<file path="config.mk">
export PLATFORM = sky130hd
export DESIGN_NAME = morse_tx_flat
export DESIGN_NICKNAME = d
export VERILOG_FILES = /design/src/rtl/morse_tx_if.sv /design/src/rtl/morse_tx.sv /design/src/flat_wrapper.sv
export SDC_FILE = /design/constraint.sdc
export NUM_CORES = 1
export LEC_CHECK = 0
export CAP_MARGIN = 20
export CELL_PAD_IN_SITES_DETAIL_PLACEMENT = 1
export CELL_PAD_IN_SITES_GLOBAL_PLACEMENT = 1
export CORE_MARGIN = 5
export CORE_UTILIZATION = 47
export DETAILED_ROUTE_END_ITERATION = 7
export PLACE_DENSITY = 0.92
export SYNTH_ARGS = -nofsm -noshare
export SYNTH_HDL_FRONTEND = slang
export SYNTH_SLANG_ARGS = --single-unit
</file>
<file path="constraint.sdc">
create_clock -name clock -period 3.25 [get_ports clock]
set_input_delay 0.325 -clock clock [delete_from_list [all_inputs] [get_ports clock]]
set_output_delay 0.325 -clock clock [all_outputs]
set_load 0.02 [all_outputs]
</file>
<file path="src/rtl/morse_tx_if.sv">
// Character request / Morse keying bundle for morse_tx.
// The requester drives ascii_char and start; the transmitter drives the rest.
interface morse_tx_if;
  logic [7:0] ascii_char;
  logic       start;
  logic       key_out;
  logic       busy;
  logic       letter_done;
  logic       invalid;

  modport master (
    output ascii_char, start,
    input  key_out, busy, letter_done, invalid
  );

  modport slave (
    input  ascii_char, start,
    output key_out, busy, letter_done, invalid
  );
endinterface

</file>
<file path="src/rtl/morse_tx.sv">
// Single-character ITU Morse transmitter: letters, digits and word space,
// timed in units of UNIT_CYCLES clocks, with a 3-unit trailing letter gap.
module morse_tx #(
  parameter int unsigned UNIT_CYCLES = 10000000
) (
  input  logic     clock,
  input  logic     reset,
  morse_tx_if.slave bus
);

  localparam logic [1:0] IDLE  = 2'd0;
  localparam logic [1:0] MARK  = 2'd1;
  localparam logic [1:0] SPACE = 2'd2;
  localparam logic [1:0] LGAP  = 2'd3;

  localparam logic [31:0] UNIT_LAST = 32'(UNIT_CYCLES - 1);

  logic [1:0]  state;
  logic [31:0] unit_cnt;
  logic [2:0]  phase_cnt;
  logic [4:0]  elem_bits;
  logic [2:0]  elem_left;
  logic        key_q;
  logic        busy_q;
  logic        done_q;
  logic        invalid_q;

  logic [7:0]  up_char;
  logic        sym_ok;
  logic [2:0]  sym_len;
  logic [4:0]  sym_bits;
  logic        tick;

  assign tick            = (unit_cnt == UNIT_LAST);
  assign bus.key_out     = key_q;
  assign bus.busy        = busy_q;
  assign bus.letter_done = done_q;
  assign bus.invalid     = invalid_q;

  // Symbol table: length and elements left-aligned, bit 4 is sent first (1 = dash).
  always_comb begin
    // NOTE: every output gets a default before the case so no path leaves it unassigned (no latch).
    sym_ok   = 1'b1;
    sym_len  = 3'd0;
    sym_bits = 5'b00000;
    up_char  = bus.ascii_char;
    if (up_char >= "a" && up_char <= "z") up_char = up_char - 8'h20;
    case (up_char)
      "A": {sym_len, sym_bits} = {3'd2, 5'b01000};
      "B": {sym_len, sym_bits} = {3'd4, 5'b10000};
      "C": {sym_len, sym_bits} = {3'd4, 5'b10100};
      "D": {sym_len, sym_bits} = {3'd3, 5'b10000};
      "E": {sym_len, sym_bits} = {3'd1, 5'b00000};
      "F": {sym_len, sym_bits} = {3'd4, 5'b00100};
      "G": {sym_len, sym_bits} = {3'd3, 5'b11000};
      "H": {sym_len, sym_bits} = {3'd4, 5'b00000};
      "I": {sym_len, sym_bits} = {3'd2, 5'b00000};
      "J": {sym_len, sym_bits} = {3'd4, 5'b01110};
      "K": {sym_len, sym_bits} = {3'd3, 5'b10100};
      "L": {sym_len, sym_bits} = {3'd4, 5'b01000};
      "M": {sym_len, sym_bits} = {3'd2, 5'b11000};
      "N": {sym_len, sym_bits} = {3'd2, 5'b10000};
      "O": {sym_len, sym_bits} = {3'd3, 5'b11100};
      "P": {sym_len, sym_bits} = {3'd4, 5'b01100};
      "Q": {sym_len, sym_bits} = {3'd4, 5'b11010};
      "R": {sym_len, sym_bits} = {3'd3, 5'b01000};
      "S": {sym_len, sym_bits} = {3'd3, 5'b00000};
      "T": {sym_len, sym_bits} = {3'd1, 5'b10000};
      "U": {sym_len, sym_bits} = {3'd3, 5'b00100};
      "V": {sym_len, sym_bits} = {3'd4, 5'b00010};
      "W": {sym_len, sym_bits} = {3'd3, 5'b01100};
      "X": {sym_len, sym_bits} = {3'd4, 5'b10010};
      "Y": {sym_len, sym_bits} = {3'd4, 5'b10110};
      "Z": {sym_len, sym_bits} = {3'd4, 5'b11000};
      "0": {sym_len, sym_bits} = {3'd5, 5'b11111};
      "1": {sym_len, sym_bits} = {3'd5, 5'b01111};
      "2": {sym_len, sym_bits} = {3'd5, 5'b00111};
      "3": {sym_len, sym_bits} = {3'd5, 5'b00011};
      "4": {sym_len, sym_bits} = {3'd5, 5'b00001};
      "5": {sym_len, sym_bits} = {3'd5, 5'b00000};
      "6": {sym_len, sym_bits} = {3'd5, 5'b10000};
      "7": {sym_len, sym_bits} = {3'd5, 5'b11000};
      "8": {sym_len, sym_bits} = {3'd5, 5'b11100};
      "9": {sym_len, sym_bits} = {3'd5, 5'b11110};
      default: sym_ok = 1'b0;
    endcase
  end

  // Outputs are registered alongside the state so key_out/busy follow it with no extra delay.
  always_ff @(posedge clock or posedge reset) begin
    if (reset) begin
      state     <= IDLE;
      unit_cnt  <= 32'd0;
      phase_cnt <= 3'd0;
      elem_bits <= 5'b00000;
      elem_left <= 3'd0;
      key_q     <= 1'b0;
      busy_q    <= 1'b0;
      done_q    <= 1'b0;
      invalid_q <= 1'b0;
    end else begin
      // NOTE: non-blocking assignments throughout, so every branch sees pre-edge state.
      done_q    <= 1'b0;
      invalid_q <= 1'b0;
      if (state == IDLE) begin
        if (bus.start) begin
          unit_cnt <= 32'd0;
          if (sym_ok) begin
            state     <= MARK;
            key_q     <= 1'b1;
            busy_q    <= 1'b1;
            phase_cnt <= sym_bits[4] ? 3'd3 : 3'd1;
            elem_bits <= {sym_bits[3:0], 1'b0};
            elem_left <= sym_len - 3'd1;
          end else if (bus.ascii_char == 8'h20) begin
            state     <= LGAP;
            busy_q    <= 1'b1;
            phase_cnt <= 3'd7;
          end else begin
            invalid_q <= 1'b1;
          end
        end
      end else if (!tick) begin
        unit_cnt <= unit_cnt + 32'd1;
      end else begin
        unit_cnt <= 32'd0;
        if (phase_cnt != 3'd1) begin
          phase_cnt <= phase_cnt - 3'd1;
        end else begin
          case (state)
            MARK: begin
              key_q <= 1'b0;
              if (elem_left != 3'd0) begin
                state     <= SPACE;
                phase_cnt <= 3'd1;
              end else begin
                state     <= LGAP;
                phase_cnt <= 3'd3;
              end
            end
            SPACE: begin
              state     <= MARK;
              key_q     <= 1'b1;
              phase_cnt <= elem_bits[4] ? 3'd3 : 3'd1;
              elem_bits <= {elem_bits[3:0], 1'b0};
              elem_left <= elem_left - 3'd1;
            end
            default: begin
              state  <= IDLE;
              busy_q <= 1'b0;
              done_q <= 1'b1;
            end
          endcase
        end
      end
    end
  end

endmodule
</file>
<file path="src/flat_wrapper.sv">
// flat-port wrapper written by rule: the top's interface ports become plain ports
module morse_tx_flat 
#(
  parameter int unsigned UNIT_CYCLES = 10000000
)
  (clock, reset, bus_ascii_char, bus_start, bus_key_out, bus_busy, bus_letter_done, bus_invalid);
  morse_tx_if bus_i ();
  input  logic clock;
  input  logic reset;
  input wire logic [$bits(bus_i.ascii_char)-1:0] bus_ascii_char;
  input wire logic [$bits(bus_i.start)-1:0] bus_start;
  output wire logic [$bits(bus_i.key_out)-1:0] bus_key_out;
  output wire logic [$bits(bus_i.busy)-1:0] bus_busy;
  output wire logic [$bits(bus_i.letter_done)-1:0] bus_letter_done;
  output wire logic [$bits(bus_i.invalid)-1:0] bus_invalid;
  assign bus_i.ascii_char = bus_ascii_char;
  assign bus_i.start = bus_start;
  assign bus_key_out = bus_i.key_out;
  assign bus_busy = bus_i.busy;
  assign bus_letter_done = bus_i.letter_done;
  assign bus_invalid = bus_i.invalid;
  morse_tx #(.UNIT_CYCLES(UNIT_CYCLES)) u_core (.clock(clock), .reset(reset), .bus(bus_i));
endmodule
</file>
==> impl_metrics.py <==
metrics = {
    "placed_design": {
        "placement.io_buffers": 14,
        "dp_hpwl_um": 7950,
        "pre_cts_ws_ns": 0.0588,
        "gp_congestion": 0.906,
        "dp_cells": 573,
    },
    "run": {
        "max_cap_violations": 0,
    },
    "cells_and_area": {
        "fin_nets": 501,
        "drive_gt1_frac": 0.106,
        "final_cell_mix": "nand2_1 (57), o21ai_0 (54), dfrtp_1 (48)",
        "syn_to_final_growth_pct": 10.1,
        "final_common_cell": "nand2_1",
        "stdcell_count": 582,
        "antennaDiodeCount": 0,
    },
    "global_routing": {
        "grt_use_met1": 0.290,
        "grtUsageMet2": 0.425,
        "grt_pass1_wl_um": 19400,
        "busiest_layer": "met2",
        "gr-total-overflow": 0,
        "grt_pass1_vias": 3990,
        "grt_antenna_before_repair": 0,
        "gr-usage-all-layers": 0.236,
        "grt_max_degree": 49,
        "use_met3": 0.0309,
    },
    "timing": {
        "worst_pin_slew_ns": 0.683,
        "drv_slew": 0,
        "hold_viol": 0,
        "setup-violations-final": 0,
        "hold_ws_ns": 0.239,
        "tns_ns": 0,
        "slew_headroom": 0.541,
        "finalCritPeriodShare": 0.950,
        "min_period_ns": 3.09,
        "setup_slack_ns": 0.163,
        "skew_ns": 0.00829,
        "clock.fmax_mhz": 324,
        "rsz0062_at_grt": "no",
    },
    "yosys": {
        "synth_top_cell_by_area": "dfrtp_1",
        "ys_seq_area_frac": 0.321,
        "synth-warning-count": 0,
        "synth_edf_count": 0,
        "ys_seq_elements": 48,
        "synth_top_area_frac": 0.321,
        "async_reset_ff_frac": 1.00,
        "synth_ff_type": "dfrtp_1",
        "synth_area_leaders": "dfrtp_1 (32%), o21ai_0 (7.2%), nand2_1 (5.7%), ha_1 (3.7%), a21oi_1 (3.1%)",
        "synthDistinctLibCells": 71,
        "syn-num-nets": 491,
        "synth_area_mm2": 0.00375,
        "synthCells": 469,
        "syn_area_per_cell_um2": 7.99,
    },
    "die": {
        "die_h_um": 99.3,
        "die_area_mm2": 0.00986,
        "start_util": 0.485,
        "core-area_mm2": 0.00773,
        "ioPinCount": 15,
        "fp.dieW_um": 99.3,
        "fp-row-count": 32,
    },
    "detailed_routing": {
        "vias": 3759,
        "antenna_left": 0,
        "post_drt_wl_per_cell_um": 20.2,
        "dr.pass1.iters": 5,
        "avgViaCountPerCell": 6.46,
        "drt-initial-drc-count": 186,
        "routed_wl_um": 11800,
        "remaining_drc_errors": 0,
    },
    "critical_path": {
        "worstPathArrival_ns": 3.27,
        "worstPathRequired_ns": 3.43,
        "slowest_stage": "clkdlybuf4s50_1",
        "worst_setup_path_start_kind": "primary input",
        "crit_chain": "clkdlybuf4s50_1 > a21o_1 > a2111oi_1 > o21ai_1 > o31ai_1 > o22ai_1 > ha_1 > o211a_1 > a211oi_1",
        "critical_path_peak_fanout": 18,
        "timing_worst_setup_path_type": "primary input to flop",
        "worstSetupEndpointType": "flop",
        "critPathTopFamily": "compound AO/OA/AOI/OAI gates",
        "cpPeakStageDelay_ns": 0.69,
        "crit_buf_inv": 1,
    },
    "clock_tree": {
        "cts_resized": 0,
        "clockBufferDepth": 2,
        "cts.clk_slew.worst_paths_ns": 0.10,
        "cts_tree": "built",
        "postCtsSetupBuffers": 0,
        "cts_root_buf": "clkbuf_8",
        "clk_latency_ns": 0.31,
        "numCtsBuffers": 5,
        "cts-htree-levels": 2,
        "holdBufCountCts": 0,
        "clock_sinks": 48,
    },
    "run_status": {
        "status": "completed",
    },
    "power": {
        "irDropWorstVdd_mv": 0.166,
        "p_per_area_mw_per_mm2": 273,
        "leakage_uw": 0.00160,
    },
    "worst_hold_path": {
        "holdCritPathClass": "primary input to async pin",
    },
}
-- state kept, by name (all words and copies together), names as in the netlist --
name / flops
u_core.bus.busy: 1
u_core.bus.invalid: 1
u_core.bus.key_out: 1
u_core.bus.letter_done: 1
u_core.elem_bits: 4
u_core.elem_left: 3
u_core.phase_cnt: 3
u_core.state: 2
u_core.unit_cnt: 32
-- metal layers --
metal / share of wire / wire length, µm
met5: 0 / 0
met4: 0.025 / 293
met3: 0.038 / 445
met2: 0.52 / 6140
met1: 0.42 / 4890
-- through the flow --
stage	utilization	instance area, µm²	power [µW]
floorplan	-	3750	687
global placement	0.519	4010	731
detailed placement	0.519	4010	736
CTS	0.531	4110	1120
global route	0.534	4130	1160
finish	0.534	4130	1130
-- layout make-up --
class	count	area (µm²)
inverter	17	63.8
timing repair buffer	37	325
fill	946	3600
multi-input combinational	370	2310
clock buffer	7	86.3
sequential	48	1200
clock inverter	1	7.51
tap	102	128
-- cells by family after synthesis --
| family | after synthesis | synth area share |
|---|---|---|
| adder cells (fa/ha/maj) | 11 | 0.0367 |
| AND/OR/NAND/NOR | 190 | 0.279 |
| buffers and inverters | 51 | 0.0618 |
| multiplexers | 4 | 0.0117 |
| XOR/XNOR | 5 | 0.0117 |
| AO/OA/AOI/OAI | 160 | 0.278 |
| flip-flops | 48 | 0.321 |
-- worst register-to-register path: cells and delay by family (launching register included) --
kind,cells,cell delay (ns)
flip-flops,1,0.42
AND/OR/NAND/NOR,4,1.20
AO/OA/AOI/OAI,3,1.01
adder cells (fa/ha/maj),1,0.25
-- path summary, 6_finish.rpt --
check,to,cells after the start,startpoint,slack (ns)
setup reg to reg,u_core.elem_left[2],8,u_core.unit_cnt[0],0.24
max in group asynchronous,u_core.unit_cnt[21],3,reset,2.53
hold / removal,u_core.phase_cnt[1],2,reset,0.24
setup / recovery,u_core.elem_left[2],9,bus_ascii_char[2],0.16
hold reg to reg,u_core.unit_cnt[15],1,u_core.unit_cnt[15],0.49
min in group clock,u_core.unit_cnt[15],1,u_core.unit_cnt[15],0.49
-- cells in the mapped netlist, drive strengths merged (7+ instances only) --
cell type and n:
dfrtp 48, nor2 29, nand3 22, a21o 8, nand4 7, o21ai 56, a21oi 23, ha 11
o31ai 13, clkbuf 24, nand2 57, nand2b 14, inv 17, buf 10, a31oi 13, nor4 16
-- power breakdown --
group / internal [µW] / leakage, µW / switching, µW / total, µW
clock: 174 / 0.0000445 / 222 / 396
sequential: 597 / 0.000614 / 0 / 597
combinational: 51.8 / 0.000937 / 81.6 / 133
(Power assumes the default switching activity.)
==> RTL change (same flow settings) <==
Reset style: synchronous (`reset`), changed in one clocked block.
--- a/src/rtl/morse_tx.sv
+++ b/src/rtl/morse_tx.sv
@@ -89,3 +89,3 @@
   // Outputs are registered alongside the state so key_out/busy follow it with no extra delay.
-  always_ff @(posedge clock or posedge reset) begin
+  always_ff @(posedge clock) begin
     if (reset) begin
Behaviour: differs if reset is asserted again (counterexample within 4 cycles, from zero or initial values and one cycle with reset high); with reset held inactive, the same outputs for 10 cycles.
==> RTL change against the original RTL <==
- design area fell by 9.0%
- sequential cell count did not move
- register-to-register slack improved by 180 ps
- critical path depth decreased by 3
- synthesized area decreased by 8.2%
- routed wire length down 9.4%
- die area down 7.4%
- worst setup slack gained 260 ps
- critical path type is now reg2reg
- highest routed layer unchanged
Power is not compared: it rests on default switching activity, and its combinational part moved more than twofold at a synthesized area within 25%.
==> RTL change: results (changes against the original RTL) <==
** GRT
- The met3 layer usage reported by global route was 0.0331 (was 0.0309).
- The overall fraction of global-route tracks in use came to 0.243 (was 0.236).
- GR met2 Demand/Resource :: 0.430 (was 0.425)
- The number of global-route vias before repair came to 3664 (was 3990).
- The first-pass GRT wire length was 17700 um (was 19400 um).
- Largest net degree at the start of global routing :: 36 (was 49)

** Logic synthesis
- Number of distinct standard cells referenced by the synthesized netlist :: 76 (was 71)
- Portion of netlist area occupied by mux cells :: 0.0182 (was 0.0117)
- Post-Syn Nets :: 467 (was 491)
- Primary flip-flop cell chosen by synthesis mapping :: dfxtp_1 (was dfrtp_1)
- The sequential cell area fraction in the yosys report came to 0.279 (was 0.321).
- Commonest cells in the synthesized netlist: dfxtp_1, a21oi_1, nor2_1 (was nand2_1, o21ai_0, dfrtp_1).
- The compound-cell area share of the yosys netlist is 0.286 (was 0.278).
- The synthesized netlist cell count is 447 (was 469).
- Top cells by area, synth: dfxtp_1, a21oi_1, o21ai_0 (was dfrtp_1, o21ai_0, nand2_1).
- Adder-Cell Fraction of Synth Area :: 0.0327 (was 0.0367)
- The fraction of registers with async set/reset was 0 (was 1.00).
- Cell accounting for the most synthesized area :: dfxtp_1 (was dfrtp_1)

** Detailed routing
- Ratio of routed vias to standard cells :: 6.47 (was 6.46)
- The total met2 wirelength after detailed routing came to 5230 um (was 6140 um).
- The detailed router's first-iteration violation count was 225 (was 186).
- The total length of routed met3 wires was 376 um (was 445 um).
- The total iterations of the first detailed-routing run was 6 (was 5).
- The via count of the routed design came to 3564 (was 3759).
- Post-route met1 wirelength :: 4760 um (was 4890 um)
- The overall routed net length was 10700 um (was 11800 um).

** Worst setup path
- The critical path's largest stage delay is 630 ps (was 690 ps).
- The highest-delay cell along the critical path is a21o_2 (was clkdlybuf4s50_1).
- R2r worst-path depth :: 6 (was 8)
- Category of the critical setup timing path :: reg2reg (was in2reg)
- The critical-path maximum fanout was 35 (was 18).
- CP arrival :: 3010 ps (was 3270 ps)
- The setup slack of the most critical reg-to-reg path came to 420 ps (was 240 ps).

** Final layout
- Multi-input gate share of the layout cell area :: 0.603 (was 0.561)
- The number of ordinary inverters in the final layout is 15 (was 17).
- The layout filler cell count came to 896 (was 946).
- The share of the final layout cell area in sequential cells was 0.256 (was 0.291).
- The clock network contribution to total cell area is 0.0296 (was 0.0227).
- The fraction of layout cells with a size suffix above 1 came to 0.104 (was 0.106).
- Relative area of non-clock buffer cells in the final design :: 0.0633 (was 0.0788)

** Place
- Placed instance count :: 543 (was 573)
- The post-DP HPWL was 7360 um (was 7950 um).

** Run status
- Result of the run: finished, final reports clean (unchanged).

** Min path
- The classification of the worst-slack hold path is reg2reg (was in2async).

** Timing
- Worst slack on hold paths :: 495 ps (was 239 ps)
-- RTL change: cell count changes in the layout (fill, tap and decap cells not counted), moves of 7 or more --
cell      before  now
a311oi_1       0    9
buf_4         22   13
a21oi_1       23   41
dfxtp_1        0   48
o31ai_1       13    3
nand2_1       57   39
nor2_1        29   40
o21ai_0       54   35
dfrtp_1       48    0
nand3_1       19   12
nor4_1        12    4
-- RTL change: through the flow --
step	cell area (sq um)	setup WS, ps	power [mW]
finish	3760	419	1.69
global route	3760	219	1.77
CTS	3760	456	1.69
detailed placement	3640	138	1.24
global placement	3640	359	1.20
floorplan	3440	761	1.07
-- RTL change: power groups by stage --
stage / clock network, mW / registers (mW) / logic, mW
floorplan: 0 / 0.658 / 0.412
global placement: 0 / 0.655 / 0.544
detailed placement: 0 / 0.658 / 0.579
CTS: 0.452 / 0.645 / 0.589
global route: 0.467 / 0.650 / 0.656
finish: 0.447 / 0.646 / 0.594
